<file path="src/rtl/wrr_arbiter_if.sv">
// Request/grant bundle between the requesters and the weighted round-robin arbiter.
// The master side drives requests and weights; the slave side is the arbiter.
interface wrr_arbiter_if #(
    parameter int NUM_REQUESTERS = 4,
    parameter int WEIGHT_WIDTH   = 4
) ();
    logic [NUM_REQUESTERS-1:0]              request;
    logic [NUM_REQUESTERS*WEIGHT_WIDTH-1:0] weight;
    logic                                   update_lru;
    logic                                   hold;
    logic [NUM_REQUESTERS-1:0]              grant_oh;
    logic [$clog2(NUM_REQUESTERS)-1:0]      grant_idx;
    logic                                   grant_valid;
    logic [NUM_REQUESTERS-1:0]              starved_oh;

    modport master (
        output request, weight, update_lru, hold,
        input  grant_oh, grant_idx, grant_valid, starved_oh
    );

    modport slave (
        input  request, weight, update_lru, hold,
        output grant_oh, grant_idx, grant_valid, starved_oh
    );
endinterface

</file>
<file path="src/rtl/wrr_arbiter.sv">
// Weighted round-robin arbiter with multi-beat grant locking; grant is combinational.
// Optional starvation guard enabled by defining ARB_STARVE_GUARD_EN.
module wrr_arbiter #(
    parameter int NUM_REQUESTERS = 4,
    parameter int WEIGHT_WIDTH   = 4,
    parameter int STARVE_LIMIT   = 64
) (
    input logic          clk,
    input logic          reset,
    wrr_arbiter_if.slave bus
);
    localparam int N  = NUM_REQUESTERS;
    localparam int W  = WEIGHT_WIDTH;
    localparam int IW = $clog2(N);

    logic [N-1:0]  priority_oh;
    logic [N-1:0]  lock_oh;
    logic [W-1:0]  credit;
    logic          locked;

    logic [N-1:0]  grant;
    logic [N-1:0]  starved;
    logic [N-1:0]  scan_vec;
    logic [IW-1:0] prio_idx;
    logic [IW-1:0] grant_idx;
    logic          lock_req;
    logic          starve_pick;
    logic          grant_valid;
    logic [W-1:0]  grant_weight;
    logic [W:0]    eff_weight;
    logic [W:0]    cnt;

    // First set bit of vec at or after start, scanning circularly.
    function automatic logic [N-1:0] scan_from(
        input logic [N-1:0]  vec,
        input logic [IW-1:0] start
    );
        logic [N-1:0] pick;
        logic         found;
        int           j;
        pick  = '0;
        found = 1'b0;
        for (int k = 0; k < N; k++) begin
            j = int'(start) + k;
            if (j >= N) j = j - N;
            if (!found && vec[j[IW-1:0]]) begin
                pick[j[IW-1:0]] = 1'b1;
                found           = 1'b1;
            end
        end
        return pick;
    endfunction

`ifdef ARB_STARVE_GUARD_EN
    localparam int SW = $clog2(STARVE_LIMIT + 1);
    logic [SW-1:0] wait_cnt [N];

    // Saturating per-requester wait counters; cleared on service or idle.
    always_ff @(posedge clk or posedge reset) begin
        if (reset) begin
            for (int i = 0; i < N; i++) wait_cnt[i] <= '0;
        end else begin
            for (int i = 0; i < N; i++) begin
                if ((grant[i] && bus.update_lru) || !bus.request[i])
                    wait_cnt[i] <= '0;
                else if (!grant[i] && wait_cnt[i] != SW'(STARVE_LIMIT))
                    wait_cnt[i] <= wait_cnt[i] + 1'b1;
            end
        end
    end

    // A requester is starved once its counter has saturated.
    always_comb begin
        starved = '0;
        for (int i = 0; i < N; i++)
            starved[i] = (wait_cnt[i] == SW'(STARVE_LIMIT));
    end
`else
    assign starved = '0;
`endif

    // Grant selection: live lock first, then starved set, then plain scan.
    always_comb begin
        prio_idx = '0;
        for (int i = 0; i < N; i++)
            if (priority_oh[i]) prio_idx = IW'(i);
        lock_req    = locked && |(bus.request & lock_oh);
        starve_pick = !lock_req && |(starved & bus.request);
        scan_vec    = starve_pick ? (starved & bus.request) : bus.request;
        grant       = lock_req ? lock_oh : scan_from(scan_vec, prio_idx);
        grant_valid = |grant;
        grant_idx   = '0;
        for (int i = 0; i < N; i++)
            if (grant[i]) grant_idx = IW'(i);
    end

    // Slot count for the granted unit; zero weight behaves as one.
    always_comb begin
        grant_weight = bus.weight[grant_idx*W +: W];
        eff_weight   = (grant_weight == '0) ? (W+1)'(1) : {1'b0, grant_weight};
        cnt          = (W+1)'(1);
        if (grant == priority_oh && !starve_pick)
            cnt = {1'b0, credit} + (W+1)'(1);
    end

    // Burst lock and weighted rotation state.
    always_ff @(posedge clk or posedge reset) begin
        if (reset) begin
            priority_oh <= N'(1);
            credit      <= '0;
            locked      <= 1'b0;
            lock_oh     <= '0;
        end else begin
            if (bus.hold && grant_valid && !(locked && !lock_req)) begin
                locked  <= 1'b1;
                lock_oh <= grant;
            end else begin
                locked  <= 1'b0;
                lock_oh <= '0;
            end
            if (grant_valid && bus.update_lru && !bus.hold) begin
                if (cnt >= eff_weight) begin
                    priority_oh <= {grant[N-2:0], grant[N-1]};
                    credit      <= '0;
                end else begin
                    priority_oh <= grant;
                    credit      <= cnt[W-1:0];
                end
            end
        end
    end

    assign bus.grant_oh    = grant;
    assign bus.grant_idx   = grant_idx;
    assign bus.grant_valid = grant_valid;
    assign bus.starved_oh  = starved;

    a_prio_onehot: assert property (
        @(posedge clk) disable iff (reset) $onehot(priority_oh));
    a_grant_onehot0: assert property (
        @(posedge clk) disable iff (reset) $onehot0(grant));
endmodule
</file>
<file path="src/flat_wrapper.sv">
// flat-port wrapper written by rule: the top's interface ports become plain ports
module wrr_arbiter_flat 
#(
    parameter int NUM_REQUESTERS = 4,
    parameter int WEIGHT_WIDTH   = 4,
    parameter int STARVE_LIMIT   = 64
)
  (clk, reset, bus_request, bus_weight, bus_update_lru, bus_hold, bus_grant_oh, bus_grant_idx, bus_grant_valid, bus_starved_oh);
  wrr_arbiter_if #(.NUM_REQUESTERS(NUM_REQUESTERS), .WEIGHT_WIDTH(WEIGHT_WIDTH)) bus_i ();
  input logic clk;
  input logic reset;
  input wire logic [$bits(bus_i.request)-1:0] bus_request;
  input wire logic [$bits(bus_i.weight)-1:0] bus_weight;
  input wire logic [$bits(bus_i.update_lru)-1:0] bus_update_lru;
  input wire logic [$bits(bus_i.hold)-1:0] bus_hold;
  output wire logic [$bits(bus_i.grant_oh)-1:0] bus_grant_oh;
  output wire logic [$bits(bus_i.grant_idx)-1:0] bus_grant_idx;
  output wire logic [$bits(bus_i.grant_valid)-1:0] bus_grant_valid;
  output wire logic [$bits(bus_i.starved_oh)-1:0] bus_starved_oh;
  assign bus_i.request = bus_request;
  assign bus_i.weight = bus_weight;
  assign bus_i.update_lru = bus_update_lru;
  assign bus_i.hold = bus_hold;
  assign bus_grant_oh = bus_i.grant_oh;
  assign bus_grant_idx = bus_i.grant_idx;
  assign bus_grant_valid = bus_i.grant_valid;
  assign bus_starved_oh = bus_i.starved_oh;
  wrr_arbiter #(.NUM_REQUESTERS(NUM_REQUESTERS), .WEIGHT_WIDTH(WEIGHT_WIDTH), .STARVE_LIMIT(STARVE_LIMIT)) u_core (.clk(clk), .reset(reset), .bus(bus_i));
endmodule
</file>
<file path="config.mk">
export PLATFORM = sky130hd
export DESIGN_NAME = wrr_arbiter_flat
export DESIGN_NICKNAME = d
export VERILOG_FILES = /design/src/rtl/wrr_arbiter_if.sv /design/src/rtl/wrr_arbiter.sv /design/src/flat_wrapper.sv
export SDC_FILE = /design/constraint.sdc
export NUM_CORES = 1
export LEC_CHECK = 0
export ABC_AREA = 1
export BUFFER_PORTS_ARGS = -buffer_cell sky130_fd_sc_hd__buf_2
export CAP_MARGIN = 20
export CORE_AREA = 2 2 72 74
export DETAILED_ROUTE_END_ITERATION = 7
export DIE_AREA = 0 0 74 76
export HOLD_SLACK_MARGIN = 0.02
export SKIP_CTS_REPAIR_TIMING = 1
export SLEW_MARGIN = 20
export SYNTH_ARGS = -nofsm -noshare
export SYNTH_HDL_FRONTEND = slang
export SYNTH_SLANG_ARGS = --single-unit
</file>
<file path="constraint.sdc">
create_clock -name clk -period 5.22 [get_ports clk]
set_clock_uncertainty 0.1 [all_clocks]
set_input_delay 0 -clock clk [delete_from_list [all_inputs] [get_ports clk]]
set_output_delay 0 -clock clk [all_outputs]
set_load 0.005 [all_outputs]
</file>
# Word level (Yosys, flattened, before mapping)
# Index checks and enable logic that the tools add are counted.
# op_classes
reduce_logical	22
shifts	1
n_eq_ne	1
add_sub_neg	8
mux	40
bitwise_logic	4
n_lt_le_gt_ge	13
# ops
op	n
4-bit two-way mux	9
2-bit two-way mux	8
16-bit by 5-bit indexed part select with 4-bit output	1
1-bit two-way mux	14
1-bit logical AND	13
2-bit by 3-bit less-than comparator with 1-bit output, second input constant	4
4-bit bitwise OR	3
3-bit greater-or-equal comparator, second input constant	3
1-bit binary-select mux with 2-bit select	4
1-bit demux with 2-bit select	4
2-bit by 1-bit greater-or-equal comparator with 1-bit output, second input constant	4
4-bit OR reduction	2
2-bit by 1-bit subtractor with 2-bit output, second input constant	4
2-bit by 2-bit adder with 3-bit output, second input constant	2
1-bit logical NOT	6
4-bit by 1-bit adder with 5-bit output, second input constant	1
5-bit greater-or-equal comparator	1
5-bit two-way mux	1
4-bit bitwise AND	1
4-bit == test	1
4-bit logical NOT	1
2-bit by 1-bit adder with 3-bit output, second input constant	1
2-bit by 3-bit greater-or-equal comparator with 1-bit output, second input constant	1
# totals
regBits	13
wordCells	93
in_bits	24
output_inout_bits	11

# Longest topological paths before layout
# Gate-level depths: netlist of run 1.
# depth
depth_word	26
depth_mapped	31
mapped_depth_nobuf	31

# Least setup slack after synthesis of run 1
# OpenSTA, ideal clock, no wires.
# synth_path
path_kind	register -> register
startpoint	reg u_core.priority_oh[2]
endpoint	reg u_core.credit[0]
path_stages_with_launch	27
t_arrival_ns	3.484
t_required_ns	5.055
slack_ns	1.571
setup_time_ns	0.065
period_less_slack_ns	3.649
path_buffers	0
path_cell_list	dfrtp_1 nor2_2 inv_2 ha_1 inv_1 nand2_1 nand2_1 nor2_4 nand3_1 nand3_2 nand2_4 inv_1 a21oi_1 nor2_1 o21ai_1 inv_1 nand2_1 nand2_1 ha_1 o21ai_0 nand2_1 a21o_1 a21oi_1 nand2_2 inv_1 nand3_1 nand2_1
# synth_via
elab_chain_cells	25
word_cells_on_any_way	75
cone_classes	add/sub (7); order compare (13); eq/ne (1); shift (1); mux (36); bitwise (3); reduce/logical (14)
# synth_lines
item	line_no	text
start, declared	wrr_arbiter.sv:16	logic [N-1:0] priority_oh;
start signal, assigned	wrr_arbiter.sv:123	priority_oh <= {grant[N-2:0], grant[N-1]};
start signal, assigned	wrr_arbiter.sv:126	priority_oh <= grant;
2-bit two-way mux (*) (2 in series)	wrr_arbiter.sv:86	if (priority_oh[i]) prio_idx = IW'(i);
branches (longest 13 deep; another with 2-bit by 1-bit adder with 3-bit output)	-	
4-bit two-way mux (*)	wrr_arbiter.sv:46	if (!found && vec[j[IW-1:0]]) begin
4-bit two-way mux (*)	wrr_arbiter.sv:90	grant = lock_req ? lock_oh : scan_from(scan_vec, prio_idx);
named net bus_grant_oh[1]	flat_wrapper.sv:16	output wire logic [$bits(bus_i.grant_oh)-1:0] bus_grant_oh;
1-bit two-way mux	wrr_arbiter.sv:94	if (grant[i]) grant_idx = IW'(i);
2-bit two-way mux (2 in series)	wrr_arbiter.sv:94	
16-bit by 5-bit indexed part select with 4-bit output	wrr_arbiter.sv:99	grant_weight = bus.weight[grant_idx*W +: W];
4-bit logical NOT	wrr_arbiter.sv:100	eff_weight = (grant_weight == '0) ? (W+1)'(1) : {1'b0, grant_weight};
4-bit two-way mux	wrr_arbiter.sv:100	
5-bit greater-or-equal comparator	wrr_arbiter.sv:122	if (cnt >= eff_weight) begin
4-bit two-way mux	wrr_arbiter.sv:122	
end signal, assigned	wrr_arbiter.sv:127	credit <= cnt[W-1:0];
end, declared	wrr_arbiter.sv:18	logic [W-1:0] credit;
# Mark *: on every way through the listed nets, which the timed path passes. The select of a mux whose other input is x is not followed.
# A chain may end at the register's enable or synchronous reset.

# Final worst setup path of run 1
# layout_path
startpoint	reg u_core.priority_oh[2]
endpoint	reg u_core.credit[3]
# layout_via
elab_chain_cells	25
word_cells_on_any_way	75
cone_classes	add/sub (7); order compare (13); eq/ne (1); shift (1); mux (36); bitwise (3); reduce/logical (14)
# layout_lines
item
branches (longest 25 deep; another with 2-bit by 1-bit adder with 3-bit output)
# Parallel ways; which one is timed is not known. The select of a mux whose other input is x is not followed.

==> impl_summary.txt, run 1 <==
----------------------------------------------------
[Outcome]
  Result of the run ... completed

[Timing]
  Part of the cycle the worst path needs ... 0.811
  Post-Route Setup TNS ... 0 ps
  Slew at the pin with the worst max-slew slack ... just over 500 ps
  Final Hold Violating Endpoints ... 0
  Achievable clock frequency ... between 200 and 250 MHz
  Final count of pins violating max slew ... 0
  Final worst path period need ... 4230 ps
  Slew margin rel. ... 0.655
  Setup repair after global routing missed its margin ... no
  Total of endpoints with negative setup slack in the final report ... 0

[Routing]
  Number of violations reported at the end of detailed-routing iteration 0 ... slightly above 70
  Total via count in the routed design ... roughly 1600
  Antenna violation net count after detailed routing ... 0
  Number of remaining DRC errors ... 0
  Detail-routed via count per cell ... ~4.5
  Routed wirelength normalized by instance count ... 10.4 um
  Final Routed Wirelength ... 3730 um
  Detailed Routing Iterations Pass 1 ... 4

[Clock network]
  CTS HTree Levels ... 1
  Clk root buf ... sky130_fd_sc_hd__clkbuf_8
  Clock slew at reported path FFs ... around 60 ps
  Clock latency reported for the late side of the worst-skew pair ... 230 ps
  Maximum clock insertion buffer count ... 2
  Number of buffers inserted during clock tree synthesis ... 3
  Number of clock sinks ... 13
  Clock tree from TritonCTS ... done

[Floorplan]
  Initial Util ... 0.336
  Floorplan row count ... 26
  Die X-Extent ... 74 um
  Placeable core region ... 4910 um2
  Number of top-level pins ... 35
  Chip height ... ~76 um
  Die ar. ... 5620 um2

[Worst setup path]
  Number of cells traversed by the worst register-to-register path ... 26
  Worst setup SP type ... flop
  Library cell appearing most often on the critical path ... sky130_fd_sc_hd__nand2_1
  Top Family by Delay on Critical Path ... simple AND/OR/NAND/NOR gates
  Reg2reg start ... u_core.priority_oh[2]$_DFFE_PP0P_
  Slowest cell on crit path ... sky130_fd_sc_hd__dfrtp_1
  Max Fanout on Critical Path ... 8
  Capture instance of the worst register-to-register path ... u_core.credit[3]$_DFFE_PP0P_
  Start point of the critical path ... u_core.priority_oh[2]$_DFFE_PP0P_
  Internal reg-to-reg setup slack ... a little under 1000 ps
  Data arrival time at the worst-slack endpoint ... 4310 ps
  Required time of the critical path ... 5290 ps
  Crit path capture type ... flop
  Worst setup path category ... reg -> reg
  Crit path buffers/inverters ... 5
  Biggest cell delay along the critical path ... ~440 ps

[Placement]
  Post-Place Cell Area ... 1870 um2
  Port bufs ... 30
  Detail Placement HPWL ... 3170 um
  Weighted congestion reported at the end of routability-driven placement ... 0.868

[Synthesis]
  Flip-flop and latch count after synthesis ... 13
  Cell taking the most area after synthesis ... sky130_fd_sc_hd__dfrtp_1
  Post-Syn Area ... roughly 1600 um2
  Syn Inst Count ... 252
  Fraction of post-synthesis cell area in the top cell type by area ... 0.182
  Most area-consuming cells after synthesis ... sky130_fd_sc_hd__dfrtp_1 18%, sky130_fd_sc_hd__nand2_1 16%, sky130_fd_sc_hd__nand3_1 12%
  Avg Synthesized Cell Area ... 6.54 um2
  Number of unique standard cell types used by synthesis ... 30
  Sequential cell area fraction in the yosys report ... 0.198
  Total of warnings raised by yosys ... 0

[Flow run]
  Max_cap viols ... 0

[Global route]
  Pin count of the biggest net entering global routing ... 14
  All-Layer GR Usage ... 0.138
  Grt total ovfl ... 0
  First-pass GRT wire length ... 6390 um
  Number of antenna violations at the first check in global routing ... 0
  Number of global-route vias before repair ... ~1500

[Worst hold path]
  Cell depth of the worst hold path ... 5
  Origin of the worst min-delay path ... bus_update_lru
  Kind of path behind the tightest hold check ... in -> reg
  WHS Endpoint ... u_core.priority_oh[0]$_DFFE_PP1P_

[Layout]
  Final design area excluding fillers ... between 1500 and 2000 um2
  Number of antenna diodes ... 0
  Area grow syn2layout ... 17.2%
  Final nets ... between 300 and 400
  Layout cells sized above 1 ... 0.268

----------------------------------------------------
-- cell usage after synthesis --
library cell / instances
sky130_fd_sc_hd__inv_1: 33
sky130_fd_sc_hd__nor2_4: 3
sky130_fd_sc_hd__dfrtp_1: 12
sky130_fd_sc_hd__o21ai_0: 4
sky130_fd_sc_hd__ha_1: 13
sky130_fd_sc_hd__nor3_4: 1
sky130_fd_sc_hd__a21o_1: 1
sky130_fd_sc_hd__inv_2: 9
sky130_fd_sc_hd__nand3b_1: 1
sky130_fd_sc_hd__xor2_1: 1
sky130_fd_sc_hd__or2_2: 1
sky130_fd_sc_hd__nor2_8: 1
sky130_fd_sc_hd__nand2_4: 8
sky130_fd_sc_hd__nand4_1: 1
sky130_fd_sc_hd__conb_1: 1
sky130_fd_sc_hd__buf_4: 4
sky130_fd_sc_hd__o21ai_2: 1
sky130_fd_sc_hd__o21ai_1: 3
sky130_fd_sc_hd__o22ai_1: 2
sky130_fd_sc_hd__o21bai_1: 1
sky130_fd_sc_hd__nand2_1: 70
sky130_fd_sc_hd__a21oi_1: 3
sky130_fd_sc_hd__nand2_2: 7
sky130_fd_sc_hd__nor2_1: 18
sky130_fd_sc_hd__inv_4: 1
sky130_fd_sc_hd__nand3_2: 8
sky130_fd_sc_hd__nand2_8: 1
sky130_fd_sc_hd__nor2_2: 2
sky130_fd_sc_hd__dfstp_2: 1
sky130_fd_sc_hd__nand3_1: 40
-- cell type report --
class,count,area [um2]
Fill cell,537,2980
Multi-Input combinational cell,195,1140
Inverter,43,164
Sequential cell,13,327
Timing Repair Buffer,32,170
Tap cell,70,87.6
Clock buffer,4,45.0
-- cells in the final DEF (no fill, tap or decap), drive strengths merged --
master,instances
clkbuf,4
a21oi,3
dfrtp,12
o21ai,8
or2,1
dfstp,1
conb,4
nand3,48
o21bai,1
buf,30
nor2,24
a21o,1
inv,43
o22ai,2
nand3b,1
nand4,1
nand2,86
xor2,1
ha,13
nor3,1
dlygate4sd3,2
-- logic make-up (layout without fill, tap and decap cells) --
family	Yosys count	after routing	share of synthesized area
flops	13	13	0.198
other cells	1	4	0.00227
buf+inv	47	79	0.118
simple gates	162	162	0.526
xor+xnor	1	1	0.00531
fa+ha+maj	13	13	0.0986
compound gates	15	15	0.0524
-- state kept, by name (all words and copies together), names as in the netlist --
name and cells:
u_core.lock_oh 4, u_core.credit 4, u_core.priority_oh 4, u_core.locked 1
-- worst min-delay path, delay by kind of cell --
family	cells	cell delay, ps
and+or+nand+nor	3	230
buffers and inverters	2	200
-- worst max-delay path by stage --
stage | end | slack (ps) | depth (start not counted)
final | u_core.credit[3]$_DFFE_PP0P_ | 990 | 26
after global routing | u_core.credit[3]$_DFFE_PP0P_ | 550 | 26
after CTS | u_core.credit[3]$_DFFE_PP0P_ | 960 | 26
after detailed placement | u_core.credit[3]$_DFFE_PP0P_ | 980 | 26
after global placement | u_core.credit[3]$_DFFE_PP0P_ | 970 | 26
after floorplan | u_core.credit[0]$_DFFE_PP0P_ | 1570 | 26
-- per-layer routing --
layer,up-vias,GRT usage,wire [um]
met5,-,0,0
met4,0,0.0291,27
met3,4,0.0119,49
met2,16,0.245,1930
met1,726,0.178,1730
li1,863,-,-
-- metrics by stage --
step | hold WS [ps] | worst slack, ps | std cells | util
2_1_floorplan | -224 | 1570 | 255 | -
3_3_place_gp | -38.9 | 969 | 351 | 0.380
3_5_place_dp | -37.8 | 984 | 351 | 0.380
4_1_cts | -290 | 961 | 355 | 0.389
5_1_grt | 109 | 552 | 357 | 0.394
6_report | 84.9 | 989 | 357 | 0.394
Power of run 1 is left out: the tool's default activity adds up to more than one toggle a clock period on the data nets, which glitch-free logic cannot reach.
==> run 2: changes to the inputs <==
==> constraint.sdc (replaced) <==
create_clock -name clk -period 3.95 [get_ports clk]
set_clock_uncertainty 0.1 [all_clocks]
set_input_delay 0 -clock clk [delete_from_list [all_inputs] [get_ports clk]]
set_output_delay 0 -clock clk [all_outputs]
set_load 0.005 [all_outputs]
==> impl_summary.txt, run 2 (synthesis results as in run 1) <==
----------------------------------------------------
[Outcome]
  Violated checks ... hold timing
  Result of the run ... complete, but fails checks

[Floorplan]
  Placeable core region ... 4910 um2
  Die X-Extent ... 74 um
  Die ar. ... 5620 um2
  Number of top-level pins ... 35
  Chip height ... 76 um
  Floorplan row count ... 26
  Initial Util ... 0.336

[Timing]
  Final Worst Setup Slack ... just over 300 ps
  Part of the cycle the worst path needs ... 0.923
  Final worst path period need ... ~3600 ps
  Final count of pins violating max slew ... 0
  Total of endpoints with negative setup slack in the final report ... 0
  Achievable clock frequency ... 274 MHz
  Slew at the pin with the worst max-slew slack ... 514 ps
  Slew margin rel. ... 0.657
  Final Hold Violating Endpoints ... 1
  Final-layout worst hold slack ... -3.75 ps

[Clock network]
  Clock tree from TritonCTS ... done
  Number of buffers inserted during clock tree synthesis ... 3
  Clock slew at reported path FFs ... 60 ps
  Clock latency reported for the late side of the worst-skew pair ... 250 ps
  Clk root buf ... sky130_fd_sc_hd__clkbuf_8
  CTS HTree Levels ... 1
  Maximum clock insertion buffer count ... 2
  Number of clock sinks ... 13

[Layout]
  Number of antenna diodes ... 0
  Most common library cell in the layout ignoring fill and taps ... sky130_fd_sc_hd__nand2_1
  Largest registers ... u_core.credit: 4 flops, u_core.lock_oh: 4 flops, u_core.priority_oh: 4 flops
  Layout cells sized above 1 ... 0.319
  Area grow syn2layout ... 25.5%
  Final nets ... 336
  Footprint of the flip-flops and latches ... around 330 um2
  Leading cell types in the layout, fill and taps excluded ... 70 x sky130_fd_sc_hd__nand2_1, 40 x sky130_fd_sc_hd__nand3_1, 32 x sky130_fd_sc_hd__inv_1
  Multi-input logic area ... 1190 um2
  Final-layout fill cell count ... 525

[Routing]
  Antenna violation net count after detailed routing ... 0
  Detailed Routing Iterations Pass 1 ... 4
  Total via count in the routed design ... 1629
  Number of violations reported at the end of detailed-routing iteration 0 ... 47
  Number of remaining DRC errors ... 0
  Routed wirelength normalized by instance count ... 11.0 um
  Final Routed Wirelength ... 4040 um
  Detail-routed via count per cell ... 4.43

[Worst setup path]
  Max Fanout on Critical Path ... 7
  Worst setup SP type ... flop
  Biggest cell delay along the critical path ... 400 ps
  Crit path capture type ... flop
  Library cell appearing most often on the critical path ... sky130_fd_sc_hd__nand2_1
  Required time of the critical path ... 3990 ps
  Data arrival time at the worst-slack endpoint ... about 3700 ps
  Worst setup path category ... reg -> reg
  Slowest cell on crit path ... sky130_fd_sc_hd__dfrtp_1

[Worst hold path]
  Kind of path behind the tightest hold check ... in -> reg

[Placement]
  Detail Placement HPWL ... 3240 um
  Weighted congestion reported at the end of routability-driven placement ... 0.852
  Worst slack, placed ... 79.8 ps
  Port bufs ... 30

[Global route]
  First-pass GRT wire length ... 6660 um
  Number of antenna violations at the first check in global routing ... 0
  Number of global-route vias before repair ... around 1500
  All-Layer GR Usage ... 0.146
  Met3 track demand over resource ... 0.0146
  Grt total ovfl ... 0
  Routing usage on met2 ... 0.254
  Met1 usage ... 0.194
  GRT busiest layer ... met2
  Pin count of the biggest net entering global routing ... 14

[Flow run]
  Max_cap viols ... 0

----------------------------------------------------
## run 2: worst paths after layout
kind                                              startpoint  depth (start not counted)                                end  slack (ps)
setup / recovery           u_core.priority_oh[2]$_DFFE_PP0P_                         28  u_core.priority_oh[3]$_DFFE_PP0P_         300
hold / removal                                      bus_hold                          4  u_core.priority_oh[0]$_DFFE_PP1P_          -4
setup reg to reg           u_core.priority_oh[2]$_DFFE_PP0P_                         28  u_core.priority_oh[3]$_DFFE_PP0P_         300
hold reg to reg            u_core.priority_oh[0]$_DFFE_PP1P_                          2  u_core.priority_oh[0]$_DFFE_PP1P_         380
max in group asynchronous                              reset                          3  u_core.priority_oh[3]$_DFFE_PP0P_        3160
min in group asynchronous                              reset                          3            u_core.locked$_DFF_PP0_         220
## run 2: through the flow
stage | util | hold WS (ps) | instance area [um2] | TNS [ps] | instances
after floorplan | - | -224 | 1660 | 0 | 255
after global placement | 0.386 | -45.2 | 1900 | 0 | 355
after detailed placement | 0.386 | -51.7 | 1900 | 0 | 355
after CTS | 0.396 | -318 | 1940 | 0 | 359
after global routing | 0.421 | 33.9 | 2070 | -66.7 | 368
final | 0.421 | -3.75 | 2070 | 0 | 368
## run 2: metal layers
| metal | up-vias | part of all wire |
|---|---|---|
| met1 | 734 | 0.47 |
| met2 | 14 | 0.50 |
| met4 | 0 | 0.0069 |
| met5 | - | 0 |
| met3 | 3 | 0.017 |
| li1 | 878 | - |
## run 2: critical path: cells and delay by family (launching register included)
family / cells / cell delay (ps)
flip-flops: 1 / 400
AND/OR/NAND/NOR: 17 / 1500
AO/OA/AOI/OAI: 5 / 580
buffers and inverters: 4 / 460
adder cells (fa/ha/maj): 2 / 490
## run 2: cell type report
cell class | instances | area share
Multi-Input combinational cell | 195 | 0.573
Sequential cell | 13 | 0.159
Timing Repair Buffer | 43 | 0.121
Inverter | 43 | 0.0828
Tap cell | 70 | 0.0423
Clock buffer | 4 | 0.0218
Power of run 2 is left out for the same reason.
